**src/rtl/tx_pkg.sv**
```systemverilog
// Shared definitions for the packet transmit path: FSM encoding, length field
// placement and the byte-length to word-count helper.
package tx_pkg;

   typedef enum logic [1:0] {
      ST_IDLE,
      ST_HDR_WAIT,
      ST_BODY,
      ST_DRAIN
   } tx_state_t;

   localparam int unsigned LEN_WIDTH = 16;

   // Length field occupies the top LEN_WIDTH bits of the header word.
   function automatic int unsigned len_msb(input int unsigned dw);
      return dw - 1;
   endfunction

   function automatic int unsigned len_lsb(input int unsigned dw);
      return dw - LEN_WIDTH;
   endfunction

   // Words in a packet of len bytes; 17 bits so len = 0xFFFF cannot wrap.
   function automatic logic [16:0] words_of(input logic [15:0] len,
                                            input int unsigned w);
      logic [16:0] sum;
      sum = {1'b0, len} + 17'(w - 1);
      case (w)
         2:       return sum >> 1;
         4:       return sum >> 2;
         default: return sum >> 3;
      endcase
   endfunction

endpackage

```
**src/rtl/tx_skid_buffer.sv**
```systemverilog
// Two-entry FIFO of output words with their framing tags (sop, eop, mod).
// Head outputs are only meaningful while o_count is non-zero.
module tx_skid_buffer #(
   parameter int unsigned DATA_WIDTH = 64,
   parameter int unsigned MOD_WIDTH  = 8
) (
   input  logic                  Clk,
   input  logic                  Rst,
   input  logic                  i_push,
   input  logic [DATA_WIDTH-1:0] i_data,
   input  logic                  i_sop,
   input  logic                  i_eop,
   input  logic [MOD_WIDTH-1:0]  i_mod,
   input  logic                  i_pop,
   output logic [1:0]            o_count,
   output logic [DATA_WIDTH-1:0] o_data,
   output logic                  o_sop,
   output logic                  o_eop,
   output logic [MOD_WIDTH-1:0]  o_mod
);

   localparam int unsigned ENTRY_W = DATA_WIDTH + MOD_WIDTH + 2;

   logic [ENTRY_W-1:0] r_mem [2];
   logic               r_wr_ptr;
   logic               r_rd_ptr;
   logic [1:0]         r_count;

   always_ff @(posedge Clk) begin
      if (Rst) begin
         r_wr_ptr <= 1'b0;
         r_rd_ptr <= 1'b0;
         r_count  <= '0;
      end else begin
         if (i_push) r_wr_ptr <= ~r_wr_ptr;
         if (i_pop)  r_rd_ptr <= ~r_rd_ptr;
         r_count <= r_count + {1'b0, i_push} - {1'b0, i_pop};
      end
   end

   always_ff @(posedge Clk) begin
      if (i_push) r_mem[r_wr_ptr] <= {i_data, i_sop, i_eop, i_mod};
   end

   assign {o_data, o_sop, o_eop, o_mod} = r_mem[r_rd_ptr];
   assign o_count = r_count;

endmodule

```
**src/rtl/transmit_packet.sv**
```systemverilog
// Pops length-prefixed packets from a one-cycle-latency FIFO and frames them
// onto OutBus with Val/Sop/Eop/Mod, honouring OutBus_Rdy backpressure.
module transmit_packet
   import tx_pkg::*;
#(
   parameter int unsigned DATA_WIDTH = 64
) (
   input  logic                    Clk,
   input  logic                    Rst,
   input  logic                    fifo_empty,
   output logic                    fifo_rd,
   input  logic [DATA_WIDTH-1:0]   fifo_data_in,
   input  logic                    OutBus_Rdy,
   output logic                    OutBus_Val,
   output logic                    OutBus_Sop,
   output logic                    OutBus_Eop,
   output logic [DATA_WIDTH/8-1:0] OutBus_Mod,
   output logic [DATA_WIDTH-1:0]   OutBus_Dat,
   output logic                    OutBus_Error,
   output logic                    tx_busy
);

   localparam int unsigned W       = DATA_WIDTH / 8;
   localparam int unsigned MOD_B   = $clog2(W);
   localparam int unsigned LEN_MSB = len_msb(DATA_WIDTH);
   localparam int unsigned LEN_LSB = len_lsb(DATA_WIDTH);

   tx_state_t       r_state;
   tx_state_t       w_next_state;

   logic [15:0]     r_words_left;
   logic [W-1:0]    r_last_mod;
   logic            r_rd_pend;
   logic            r_rd_last;
   logic            r_error;

   logic [15:0]     w_len;
   logic [16:0]     w_words;
   logic            w_len_bad;
   logic            w_hdr_only;
   logic [W-1:0]    w_hdr_mod;

   logic            w_hdr_rd;
   logic            w_body_rd;
   logic            w_hdr_push;
   logic            w_out_val;
   logic            w_xfer;
   logic [2:0]      w_held;

   logic            w_buf_push;
   logic            w_buf_pop;
   logic [DATA_WIDTH-1:0] w_push_data;
   logic            w_push_sop;
   logic            w_push_eop;
   logic [W-1:0]    w_push_mod;

   logic [1:0]      w_buf_count;
   logic [DATA_WIDTH-1:0] w_head_data;
   logic            w_head_sop;
   logic            w_head_eop;
   logic [W-1:0]    w_head_mod;

   assign w_len      = fifo_data_in[LEN_MSB:LEN_LSB];
   assign w_words    = words_of(w_len, W);
   assign w_len_bad  = w_len < 16'(W);
   assign w_hdr_only = (w_words == 17'd1);
   assign w_hdr_mod  = W'(w_len[MOD_B-1:0]);

   // Val depends only on registered state, never on OutBus_Rdy.
   assign w_out_val = (w_buf_count != 2'd0) || r_rd_pend;
   assign w_xfer    = w_out_val && OutBus_Rdy;
   assign w_held    = {1'b0, w_buf_count} + {2'b00, r_rd_pend};
   assign w_buf_pop = w_xfer && (w_buf_count != 2'd0);

   always_ff @(posedge Clk) begin
      if (Rst) r_state <= ST_IDLE;
      else     r_state <= w_next_state;
   end

   always_comb begin
      w_next_state = r_state;
      case (r_state)
         ST_IDLE: begin
            if (!fifo_empty) w_next_state = ST_HDR_WAIT;
         end
         ST_HDR_WAIT: begin
            if (w_len_bad)       w_next_state = ST_IDLE;
            else if (w_hdr_only) w_next_state = ST_DRAIN;
            else                 w_next_state = ST_BODY;
         end
         ST_BODY: begin
            if (w_body_rd && (r_words_left == 16'd1)) w_next_state = ST_DRAIN;
         end
         ST_DRAIN: begin
            if (w_xfer && OutBus_Eop) w_next_state = ST_IDLE;
         end
         default: w_next_state = ST_IDLE;
      endcase
   end

   // Body reads are credit-limited: words held (buffered or in flight) minus
   // the one leaving this cycle must stay below the two buffer entries.
   always_comb begin
      w_hdr_rd   = 1'b0;
      w_body_rd  = 1'b0;
      w_hdr_push = 1'b0;
      case (r_state)
         ST_IDLE:     w_hdr_rd   = !fifo_empty;
         ST_HDR_WAIT: w_hdr_push = !w_len_bad;
         ST_BODY:     w_body_rd  = !fifo_empty &&
                                   ((w_held - {2'b00, w_xfer}) < 3'd2);
         default:     ;
      endcase
      fifo_rd = !Rst && (w_hdr_rd || w_body_rd);
      tx_busy = !Rst && ((r_state != ST_IDLE) || w_hdr_rd);
   end

   always_ff @(posedge Clk) begin
      if (Rst) begin
         r_words_left <= '0;
         r_last_mod   <= '0;
         r_rd_pend    <= 1'b0;
         r_rd_last    <= 1'b0;
         r_error      <= 1'b0;
      end else begin
         r_error   <= (r_state == ST_HDR_WAIT) && w_len_bad;
         r_rd_pend <= w_body_rd;
         if (w_body_rd) r_rd_last <= (r_words_left == 16'd1);
         if (w_hdr_push) begin
            r_words_left <= 16'(w_words - 17'd1);
            r_last_mod   <= w_hdr_mod;
         end else if (w_body_rd) begin
            r_words_left <= r_words_left - 16'd1;
         end
      end
   end

   // Arriving body word bypasses the buffer when it is empty and the word is
   // accepted in its arrival cycle; otherwise it is parked behind the head.
   always_comb begin
      w_buf_push  = 1'b0;
      w_push_data = fifo_data_in;
      w_push_sop  = 1'b0;
      w_push_eop  = 1'b0;
      w_push_mod  = '0;
      if (w_hdr_push) begin
         w_buf_push = 1'b1;
         w_push_sop = 1'b1;
         w_push_eop = w_hdr_only;
         w_push_mod = w_hdr_only ? w_hdr_mod : '0;
      end else if (r_rd_pend) begin
         w_buf_push = !((w_buf_count == 2'd0) && w_xfer);
         w_push_eop = r_rd_last;
         w_push_mod = r_rd_last ? r_last_mod : '0;
      end
   end

   tx_skid_buffer #(
      .DATA_WIDTH (DATA_WIDTH),
      .MOD_WIDTH  (W)
   ) u_skid (
      .Clk     (Clk),
      .Rst     (Rst),
      .i_push  (w_buf_push),
      .i_data  (w_push_data),
      .i_sop   (w_push_sop),
      .i_eop   (w_push_eop),
      .i_mod   (w_push_mod),
      .i_pop   (w_buf_pop),
      .o_count (w_buf_count),
      .o_data  (w_head_data),
      .o_sop   (w_head_sop),
      .o_eop   (w_head_eop),
      .o_mod   (w_head_mod)
   );

   always_comb begin
      OutBus_Val = w_out_val;
      OutBus_Dat = '0;
      OutBus_Sop = 1'b0;
      OutBus_Eop = 1'b0;
      OutBus_Mod = '0;
      if (w_buf_count != 2'd0) begin
         OutBus_Dat = w_head_data;
         OutBus_Sop = w_head_sop;
         OutBus_Eop = w_head_eop;
         OutBus_Mod = w_head_mod;
      end else if (r_rd_pend) begin
         OutBus_Dat = w_push_data;
         OutBus_Sop = w_push_sop;
         OutBus_Eop = w_push_eop;
         OutBus_Mod = w_push_mod;
      end
   end

   assign OutBus_Error = r_error;

endmodule

```
**config.mk**
```make
export PLATFORM = sky130hd
export DESIGN_NAME = transmit_packet
export DESIGN_NICKNAME = d
export VERILOG_FILES = /design/src/rtl/tx_pkg.sv /design/src/rtl/tx_skid_buffer.sv /design/src/rtl/transmit_packet.sv
export SDC_FILE = /design/constraint.sdc
export NUM_CORES = 1
export LEC_CHECK = 0
export ABC_AREA = 1
export ABC_CLOCK_PERIOD_IN_PS = 4600
export CORE_MARGIN = 3
export CORE_UTILIZATION = 40
export DETAILED_ROUTE_END_ITERATION = 7
export GPL_TIMING_DRIVEN = 0
export PLACE_DENSITY_LB_ADDON = 0.05
export SYNTH_ARGS = -nofsm -noshare
export SYNTH_HDL_FRONTEND = slang
export SYNTH_SLANG_ARGS = --single-unit
```
**constraint.sdc**
```tcl
create_clock -name Clk -period 4.6 [get_ports Clk]
set_input_delay 0.69 -clock Clk [delete_from_list [all_inputs] [get_ports Clk]]
set_output_delay 0.69 -clock Clk [all_outputs]
set_load 0.01 [all_outputs]
```
==> metrics.md, run 1 <==
| Metric | Value |
|---|---|
| Status | finished clean |
| Post-CTS setup buffer count | 0 |
| Drt wl/cell | 16.22 um |
| Fraction of layout cells with a size suffix above 1 | approximately 9% |
| XOR/XNOR Fraction of Synth Area | approximately 1% |
| Clk buf depth | 2 |
| # rows | 50 |
| Worst min path class | flop to flop |
| Slew @ Worst Pin | around 0.9 ns |
| Clk_skew | 0.01183 ns |
| DRT Pass-1 Iters | 5 |
| Placed Area | roughly 9700 um^2 |
| FFs w/ async S/R, synth | 0% |
| Critical-path maximum fanout | 10 |
| Final Critical Period | 4.344 ns |
| Clock transition at the registers of the reported paths | 0.07 ns |
| Initial antenna violation count | 0 |
| CP Launch Type | input port |
| Core area | between 15,000 and 20,000 um^2 |
| Post-synth EDFFs | between 100 and 150 |
| Slew Limit Fails | 0 |
| Req. time, crit path | 3.91 ns |
| RSZ-0062 raised after global routing | false |
| Simple-gate portion of the synthesized area | 18.06% |
| R2R Setup Slk | 0.93 ns |
| Main combinational cell family by area after synthesis | simple AND/OR/NAND/NOR gates |
| WHS Path Cells | 1 |
| Final Cycle Share | 94.45% |
| Nets | 1,059 |
| P&R area growth vs syn | 30.52% |
| Post-route insts no fill | 1,256 |
| Final setup margin | approximately 0.26 ns |
| Leading cell type in the layout, fill and taps excluded | o21ai_0 |
| Synth Area per Inst | 9.634 um^2 |
| Seq pwr share | 34.9% |
| Clk pwr share | around 24% |
| Die span in y | 146.3 um |
| Comb pwr share | 40.8% |
| Boundary pin count | 146 |
| Diodes inserted | 0 |
| Clock insertion delay at the later pin of the skew report | between 0.4 and 0.5 ns |
| GRT Residual Overflow | 0 |
| Sw Share | 35.73% |
| Hold Crit Start | u_skid.r_rd_ptr |
| Post-synthesis compound-gate area fraction | 14.15% |
| Root buffer cell | clkbuf_16 |
| Synthesized area | 7871 um^2 |
| Vias in the first global route | 6,199 |
| Sequential area share after synthesis | 60.02% |
| Critical Path Source | OutBus_Rdy |
| Die Width | 146.3 um |
| Power, Total | 5587 uW |
| Adder-cell share of the synthesized area | 1.367% |
| Leakage | about 0.0036 uW |
| Via Count | 6,308 |
| Place WS | 0.2466 ns |
| Top_reg_cell synth | edfxtp_1 |
| CTS Buf Count | 17 |
| Worst reg-to-reg path cell count | 13 |
| Final Hold Fails | 0 |
| Vias per inst | between 5 and 6 |
| Final ANT Viol Nets | 0 |
| Max-Slew Margin vs Limit | 39.43% |
| Initial DRC count | 406 |
| Worst r2r src | u_skid.o_count[1] |
| Maxcap violations | 0 |
| P_sw | 1996 uW |
| Largest net degree at the start of global routing | 32 |
| Die area | 21,400 um^2 |
| Power Internal | 3591 uW |
| DRC Markers | 0 |
| WS Path Type | input port to primary output |
| Post-synthesis mux area share | 0.1272% |
| #FFs+latches synth | 167 |
| CTS tree | yes |
| Initial Util | 41.39% |
| HPWL after DPL | 14,530 um |
| Critical Path AT | 3.65 ns |
| Fmax | around 230 MHz |
| Cell variety after synth | 48 |
| Clock sink count | 167 |
| Setup-failing EPs final | 0 |
| Final wirelength | 20,370 um |
| GR Util All Layers | around a fifth |
| Final Cell Area | 10,270 um^2 |
| Cell Pwr Density | 543.8 nW/um^2 |
| Gpl congestion | 0.8115 |
| Leading cell types in the layout, fill and taps excluded | o21ai_0, clkdlybuf4s50_1, edfxtp_1 |
| Post-Place Cells | roughly 1,200 |
| Synth Warn # | 0 |
| Crit end category | primary output |
| Fin Hold WS | 0.4635 ns |
| Post-CTS Hold Buffers | 0 |
| Global-route wire length before repair | 32,650 um |
| H-tree depth | 4 |
| Peak supply drop | about 280 uV |
| Synth Instances | 817 |
| Port buffer count | 139 |
==> worst paths after layout <==
path                                        end
worst max-delay path                    fifo_rd
worst min-delay path                       flop
worst max register to register  r_words_left[5]
worst min register to register             flop
==> cell usage after synthesis (2+ instances only) <==
master / instances / share of area, %
edfxtp_1: 138 / 53
buf_2: 2 / 0.13
clkinv_1: 2 / 0.095
nand2_2: 12 / 0.95
nor2_4: 3 / 0.43
nor2_1: 116 / 5.5
dfxtp_1: 29 / 7.4
inv_2: 5 / 0.24
nor3_2: 2 / 0.25
o21ai_1: 6 / 0.38
a31oi_1: 3 / 0.24
nor3_1: 7 / 0.45
nand4_2: 2 / 0.32
nand3_2: 4 / 0.51
a21oi_1: 25 / 1.6
ha_1: 7 / 1.1
clkbuf_1: 31 / 1.5
nand4_1: 8 / 0.64
o22ai_2: 3 / 0.48
o22ai_1: 15 / 1.2
nand2_1: 136 / 6.5
nand3_1: 17 / 1.1
o31ai_1: 2 / 0.19
o221ai_1: 2 / 0.22
inv_1: 55 / 2.6
a311oi_1: 2 / 0.22
or2_2: 4 / 0.32
xnor2_1: 3 / 0.33
buf_4: 5 / 0.48
o21ai_0: 143 / 9.1
xor2_1: 6 / 0.67
nor2_2: 6 / 0.48
==> final cells by class <==
type | count | area [um^2]
Timing Repair Buffer | 143 | 1479
Multi-Input combinational cell | 552 | 2769
Clock inverter | 15 | 138.9
Buffer | 40 | 178.9
Inverter | 62 | 232.7
Tap cell | 260 | 325.3
Sequential cell | 167 | 4725
Clock buffer | 17 | 425.4
Fill cell | 1798 | 8745
==> cell families after synthesis <==
family / Yosys count
simple gates: 323
compound gates: 206
flops: 167
buf+inv: 102
xor+xnor: 9
fa+ha+maj: 8
other cells: 1
mux: 1
==> through the flow <==
stage / setup TNS, ns / util, %
finish: 0 / 54.02
global route: 0 / 54.02
CTS: 0 / 54.00
detailed placement: 0 / 51.03
global placement: -154.28 / 50.52
floorplan: 0 / -
==> power groups by stage <==
| stage | clock (uW) | combinational [uW] | sequential [uW] |
|---|---|---|---|
| finish | 1360 | 2280 | 1950 |
| global route | 1450 | 2520 | 1970 |
| CTS | 1390 | 2310 | 1950 |
| detailed placement | 0 | 2290 | 1980 |
| global placement | 0 | 2250 | 2000 |
| floorplan | 0 | 1140 | 1970 |
==> worst max-delay path: stages <==
cell             delay, ns
clkdlybuf4s50_1       0.48
inv_1                 0.06
a21oi_1               0.20
ha_1                  0.27
or2_2                 0.31
fa_1                  0.38
xnor2_1               0.18
nand4_2               0.30
a21oi_1               0.23
clkdlybuf4s50_1       0.55
==> metal layers <==
| layer | global-route usage [%] | wire length [um] |
|---|---|---|
| met3 | 3.538 | 889 |
| met5 | 0 | 0 |
| met1 | 26.08 | 9491 |
| met4 | 5.974 | 357 |
| met2 | 30.77 | 9630 |
==> what timing repair did <==
item | 4_1_cts | 5_1_grt
resized for setup | 0 | 1
endpoints found under the hold margin | 0 | 0
endpoints found under the setup margin | 0 | 3
==> flip-flops by register name (all words and copies together), names as in the netlist, named ones only <==
name	flops
OutBus_Error	1
r_last_mod	3
r_rd_last	1
r_rd_pend	1
r_state	1
r_words_left	16
u_skid.o_count	2
u_skid.r_mem	138
u_skid.r_rd_ptr	1
u_skid.r_wr_ptr	1
Note: power is estimated with default switching activity, not from simulation.
==> run 2, diff against run 1 <==
GPL_ROUTABILITY_DRIVEN = 0   (was default)
==> results of run 2 <==
Final layout, timing and power as in run 1 (identical DEF).
==> run 3, diff against run 2 <==
PLACE_DENSITY = 0.66   (was default)
PLACE_DENSITY_LB_ADDON = default   (was 0.05)
==> run 3 against run 2 <==
  * Flip-flop and latch count is the same
  * Setup slack gained 0.012 ns
  * Final cell count is the same
  * Clock-buffer cell count grew 1
  * Critical path depth is the same
  * Die area is the same
  * Core utilization shrank 0.066 points
  * Largest cell class unchanged
  * Largest power group unchanged
==> metrics.md, run 3 (synthesis results as in run 1) <==
| Metric | Value |
|---|---|
| Status | finished clean |
| Highest routed layer | met4 |
| Max-Slew Margin vs Limit | 60.73% |
| Initial Util | 41.39% |
| Die span in y | 146.3 um |
| Die area | approximately 21,000 um^2 |
| Initial DRC count | 438 |
| Place WS | 0.2310 ns |
| Area of the multi-input gates | 2765 um^2 |
| GR Util All Layers | 18.81% |
| Setup-failing EPs final | 0 |
| Setup_tns | 0 ns |
| Diodes inserted | 0 |
| Clock sink count | 167 |
| CTS Buf Count | 17 |
| # rows | 50 |
| Clk buf depth | 2 |
| Req. time, crit path | 3.91 ns |
| GRT Residual Overflow | 0 |
| Final Hold Fails | 0 |
| Worst Hold End | r_last_mod[2] |
| Nets | between 1,000 and 1,500 |
| Final ANT Viol Nets | 0 |
| R2R Setup Slk | 0.92 ns |
| Post-CTS Hold Buffers | 0 |
| Post-cts sizing count | 0 |
| Max reg flops | between 100 and 150 |
| P&R area growth vs syn | 30.36% |
| Cell Pwr Density | 541.0 nW/um^2 |
| Slew Limit Fails | 0 |
| Fin Hold WS | around 0.46 ns |
| Vias per inst | 5.049 |
| Met2 WL | about 9500 um |
| Drt wl/cell | 15.71 um |
| # fillers | ~1,700 |
| Global-route wire length before repair | approximately 32,000 um |
| Worst min path class | flop to flop |
| Port buffer count | approximately 140 |
| Final Cell Area | 10,260 um^2 |
| Final Cycle Share | 94.19% |
| Fraction of layout cells with a size suffix above 1 | 8.735% |
| Final wirelength | around 20,000 um |
| Die Width | about 150 um |
| Placed Area | 9698 um^2 |
| Root buffer cell | clkbuf_16 |
| Leakage | around 0.0036 uW |
| Final setup margin | 0.2671 ns |
| Final Critical Period | 4.333 ns |
| Hold Crit Start | r_last_mod[2] |
| Leading cell type in the layout, fill and taps excluded | o21ai_0 |
| Util after Layout | 53.95% |
| CP Launch Type | input port |
| Clock transition at the registers of the reported paths | 0.06 ns |
| Fmax | 230.8 MHz |
| CTS tree | yes |
| Largest net degree at the start of global routing | 30 |
| Critical-path maximum fanout | 10 |
| Via Count | 6,341 |
| H-tree depth | 4 |
| WHS Path Cells | 2 |
| Worst reg-to-reg path cell count | 13 |
| WS Path Type | input port to primary output |
| RSZ-0062 raised after global routing | false |
| DRT Pass-1 Iters | 5 |
| Crit end category | primary output |
| Storage element area | 4725 um^2 |
| Register name with the most flops | u_skid.r_mem |
| Peak supply drop | 294.0 uV |
| Boundary pin count | 146 |
| Critical Path AT | 3.64 ns |
| Slew @ Worst Pin | 0.5890 ns |
| Wl on met1 | 8966 um |
| Leading cell types in the layout, fill and taps excluded | o21ai_0, edfxtp_1, clkdlybuf4s50_1 |
| Core area | between 15,000 and 20,000 um^2 |
| Vias in the first global route | ~6,200 |
| Worst reg2reg endpoint | r_words_left[15] |
| Initial antenna violation count | 0 |
| Clock insertion delay at the later pin of the skew report | 0.43 ns |
| Top Registers | u_skid.r_mem x138, r_words_left x16, r_last_mod x3 |
| HPWL after DPL | between 10,000 and 15,000 um |
| Clk_skew | around 0.0085 ns |
| WL met3 | 1010 um |
| Worst r2r src | u_skid.o_count[1] |
| DRC Markers | 0 |
| Post-CTS setup buffer count | 0 |
| Maxcap violations | 0 |
[run 3: cell type report]
cell class	count	area share [%]
clock inverters	14	1.256
plain buffers	40	1.744
inverters	62	2.268
well taps	260	3.170
clock buffers	18	4.182
flip-flops and latches	167	46.04
multi-input cells	552	26.95
repair buffers	143	14.39
[run 3: metrics by stage]
stage | cells | power [uW]
after floorplan | 821 | 3109
after global placement | 1220 | 4225
after detailed placement | 1224 | 4257
after CTS | 1256 | 5612
after global routing | 1256 | 5915
final | 1256 | 5552
[run 3: metal layers]
metal	vias up	GRT usage, %
li1	3157	-
met1	2978	25.10
met2	187	31.49
met3	19	3.569
met4	0	5.409
met5	-	0
[run 3: how the worst max path moves through the flow]
| stage | from | to | slack (ns) | cells past startpoint |
|---|---|---|---|---|
| 6_report | OutBus_Rdy | fifo_rd | 0.27 | 10 |
| 5_1_grt | fifo_data_in[50] | OutBus_Mod[1] | 0.04 | 15 |
| 4_1_cts | OutBus_Rdy | fifo_rd | 0.23 | 10 |
| 3_5_place_dp | OutBus_Rdy | fifo_rd | 0.23 | 10 |
| 3_3_place_gp | fifo_data_in[59] | u_skid.r_mem[1][67] | -1.09 | 10 |
| 2_1_floorplan | fifo_data_in[59] | u_skid.r_mem[1][0] | 0.95 | 9 |
[run 3: where the power goes]
part | internal [uW] | total, uW | switching [uW]
registers | 1870 | 1950 | 84.8
logic | 1000 | 2250 | 1250
clock network | 715 | 1350 | 632
[run 3: worst max-delay path, cell delays in order]
cell,delay (ns)
clkdlybuf4s50_1,0.49
inv_1,0.06
a21oi_1,0.21
ha_1,0.27
or2_2,0.30
fa_1,0.38
xnor2_1,0.18
nand4_2,0.28
a21oi_1,0.23
clkdlybuf4s50_1,0.56
==> variant (config.mk and constraints of run 2) <==
`DATA_WIDTH` is set to 64 in 2 places; all go to 256.
--- a/src/rtl/tx_skid_buffer.sv
+++ b/src/rtl/tx_skid_buffer.sv
@@ -1,7 +1,7 @@
 // Two-entry FIFO of output words with their framing tags (sop, eop, mod).
 // Head outputs are only meaningful while o_count is non-zero.
 module tx_skid_buffer #(
-   parameter int unsigned DATA_WIDTH = 64,
+   parameter int unsigned DATA_WIDTH = 256,
    parameter int unsigned MOD_WIDTH  = 8
 ) (
    input  logic                  Clk,
--- a/src/rtl/transmit_packet.sv
+++ b/src/rtl/transmit_packet.sv
@@ -3,7 +3,7 @@
 module transmit_packet
    import tx_pkg::*;
 #(
-   parameter int unsigned DATA_WIDTH = 64
+   parameter int unsigned DATA_WIDTH = 256
 ) (
    input  logic                    Clk,
    input  logic                    Rst,
Interface: changed (resized OutBus_Dat, OutBus_Mod and fifo_data_in); port bits go from 146 to 554. No check against the original RTL was run, so the function may have changed too.
==> variant against run 2 <==
  * Sequential share of layout area grew 4.5 points
  * Sequential cell count grew 390
  * Routed wire length grew to 4.0 times the old value
  * Synthesized area grew to 3.0 times the old value
  * Total power grew to 3.5 times the old value
  * Design area grew to 3.2 times the old value
  * Non-clock buffer count grew 542
  * Via count grew to 3.0 times the old value
  * Worst setup slack gained 0.14 ns
  * Die area grew to 2.9 times the old value
  * Fmax grew 3.3%
==> variant: results <==
group,metric,value,unit
placed_design,dp_cells,3448,
detailed_routing,vias_per_cell,5.39,
synth,avgSynthCellArea,11.3,sq um
detailed_routing,dr.pass1.iters,7,
cells_and_area,nets,3013,
synth,synth_common_cells,"o21ai_0 (529), edfxtp_1 (526), nor2_1 (300), nand3_1 (267), clkbuf_1 (122)",
timing,worst-slew-pin-transition,1.04,ns
placed_design,place_hpwl,57.7,mm
power_and_ir_drop,p_leak,10.9,nW
clocking,clockBufferDepth,3,
synth,synth-edff-count,526,
grt,antenna_found_initial,35,
power_and_ir_drop,power.switching,7.45,mW
clocking,clock_latency,0.62,ns
timing,skew,0.0178,ns
critical_path,worstPathArrival,3.51,ns
cells_and_area,layout-drive-gt1-share,7.22,%
critical_path,r2r_slack,1.44,ns
grt,grt_pass1_wl,120,mm
run_status,outcome,"completed",
grt,grt_pass1_vias,19000,
synth,ys_seq_area_share,68.9,%
critical_path,r2r_cells,14,
detailed_routing,drtIter0Drc,1520,
grt,track_usage,25.2,%
power_and_ir_drop,irDropWorstVdd,346,uV
variant: cell types whose count changed after synthesis, sizes merged, moves of 3 or more:
cell | before | now
a31oi | 3 | 7
buf | 9 | 57
clkbuf | 31 | 122
edfxtp | 138 | 526
inv | 60 | 63
nand2 | 149 | 95
nand3 | 21 | 272
nor2 | 125 | 309
o21ai | 149 | 532
o22ai | 18 | 22
variant: stage by stage:
stage	hold WS (ns)	area (sq um)	setup slack, ns	utilization (%)	TNS [ns]
5_1_grt	0.492	32500	0.124	55.7	0
3_5_place_dp	0.444	30700	-0.00875	52.5	-0.00875
3_3_place_gp	0.442	30200	-4.60	51.7	-2388.99
4_1_cts	0.442	32500	0.0129	55.6	0
2_1_floorplan	0.426	24000	-0.939	-	-487.97
6_report	0.450	32500	0.396	55.8	0
variant: critical path, cell delays in order (launching register included):
cell and delay (ns):
dfxtp_1 0.32, buf_2 0.20, inv_1 0.09, buf_2 0.35, buf_2 0.42, clkbuf_1 0.51, nor2_1 0.07, o21ai_0 0.32
clkdlybuf4s50_1 0.61
variant: repair_timing:
| item | CTS | global route |
|---|---|---|
| gates resized for setup | 4 | 6 |
| endpoints found under the setup margin | 2 | 2 |
| endpoints found under the hold margin | 0 | 0 |
variant: worst max path at each step:
stage | from | endpoint | depth (start not counted)
after floorplan | fifo_data_in[250] | u_skid.r_mem[1][0]$_DFFE_PP_ | 9
after detailed placement | OutBus_Rdy | fifo_rd | 12
after global routing | register | OutBus_Dat[237] | 8
after global placement | fifo_data_in[252] | u_skid.r_mem[1][84]$_DFFE_PP_ | 10
final | register | OutBus_Dat[237] | 8
after CTS | r_rd_pend$_SDFF_PP0_ | fifo_rd | 11
variant: layout make-up:
type	instances	area [sq um]
diodes	21	52.6
plain buffers	178	827
clock buffers	75	1600
clock inverters	28	213
fillers	5036	25800
inverters	64	250
multi-input cells	1336	6480
flip-flops and latches	557	16400
well taps	765	957
repair buffers	547	5740
variant: logic make-up after synthesis:
logic type               synth area share, %
XOR/XNOR                               0.331
other                                 0.0157
buffers and inverters                   4.48
AO/OA/AOI/OAI                           12.7
flip-flops                              68.9
AND/OR/NAND/NOR                         13.1
adder cells (fa/ha/maj)                0.452
variant: per-layer routing:
| metal | global-route usage, % | wire (um) | up-vias |
|---|---|---|---|
| met5 | 0 | 188 | - |
| met1 | 32.0 | 32600 | 9454 |
| met2 | 41.0 | 39800 | 684 |
| li1 | - | - | 8929 |
| met3 | 7.38 | 6990 | 141 |
| met4 | 9.16 | 2360 | 26 |
variant: power groups by stage:
stage	registers [mW]	clock network (mW)	logic (mW)
3_3_place_gp	6.65	0	8.67
4_1_cts	6.41	4.66	8.91
2_1_floorplan	6.56	0	3.73
6_report	6.42	4.56	8.83
3_5_place_dp	6.51	0	8.86
5_1_grt	6.47	4.86	9.49
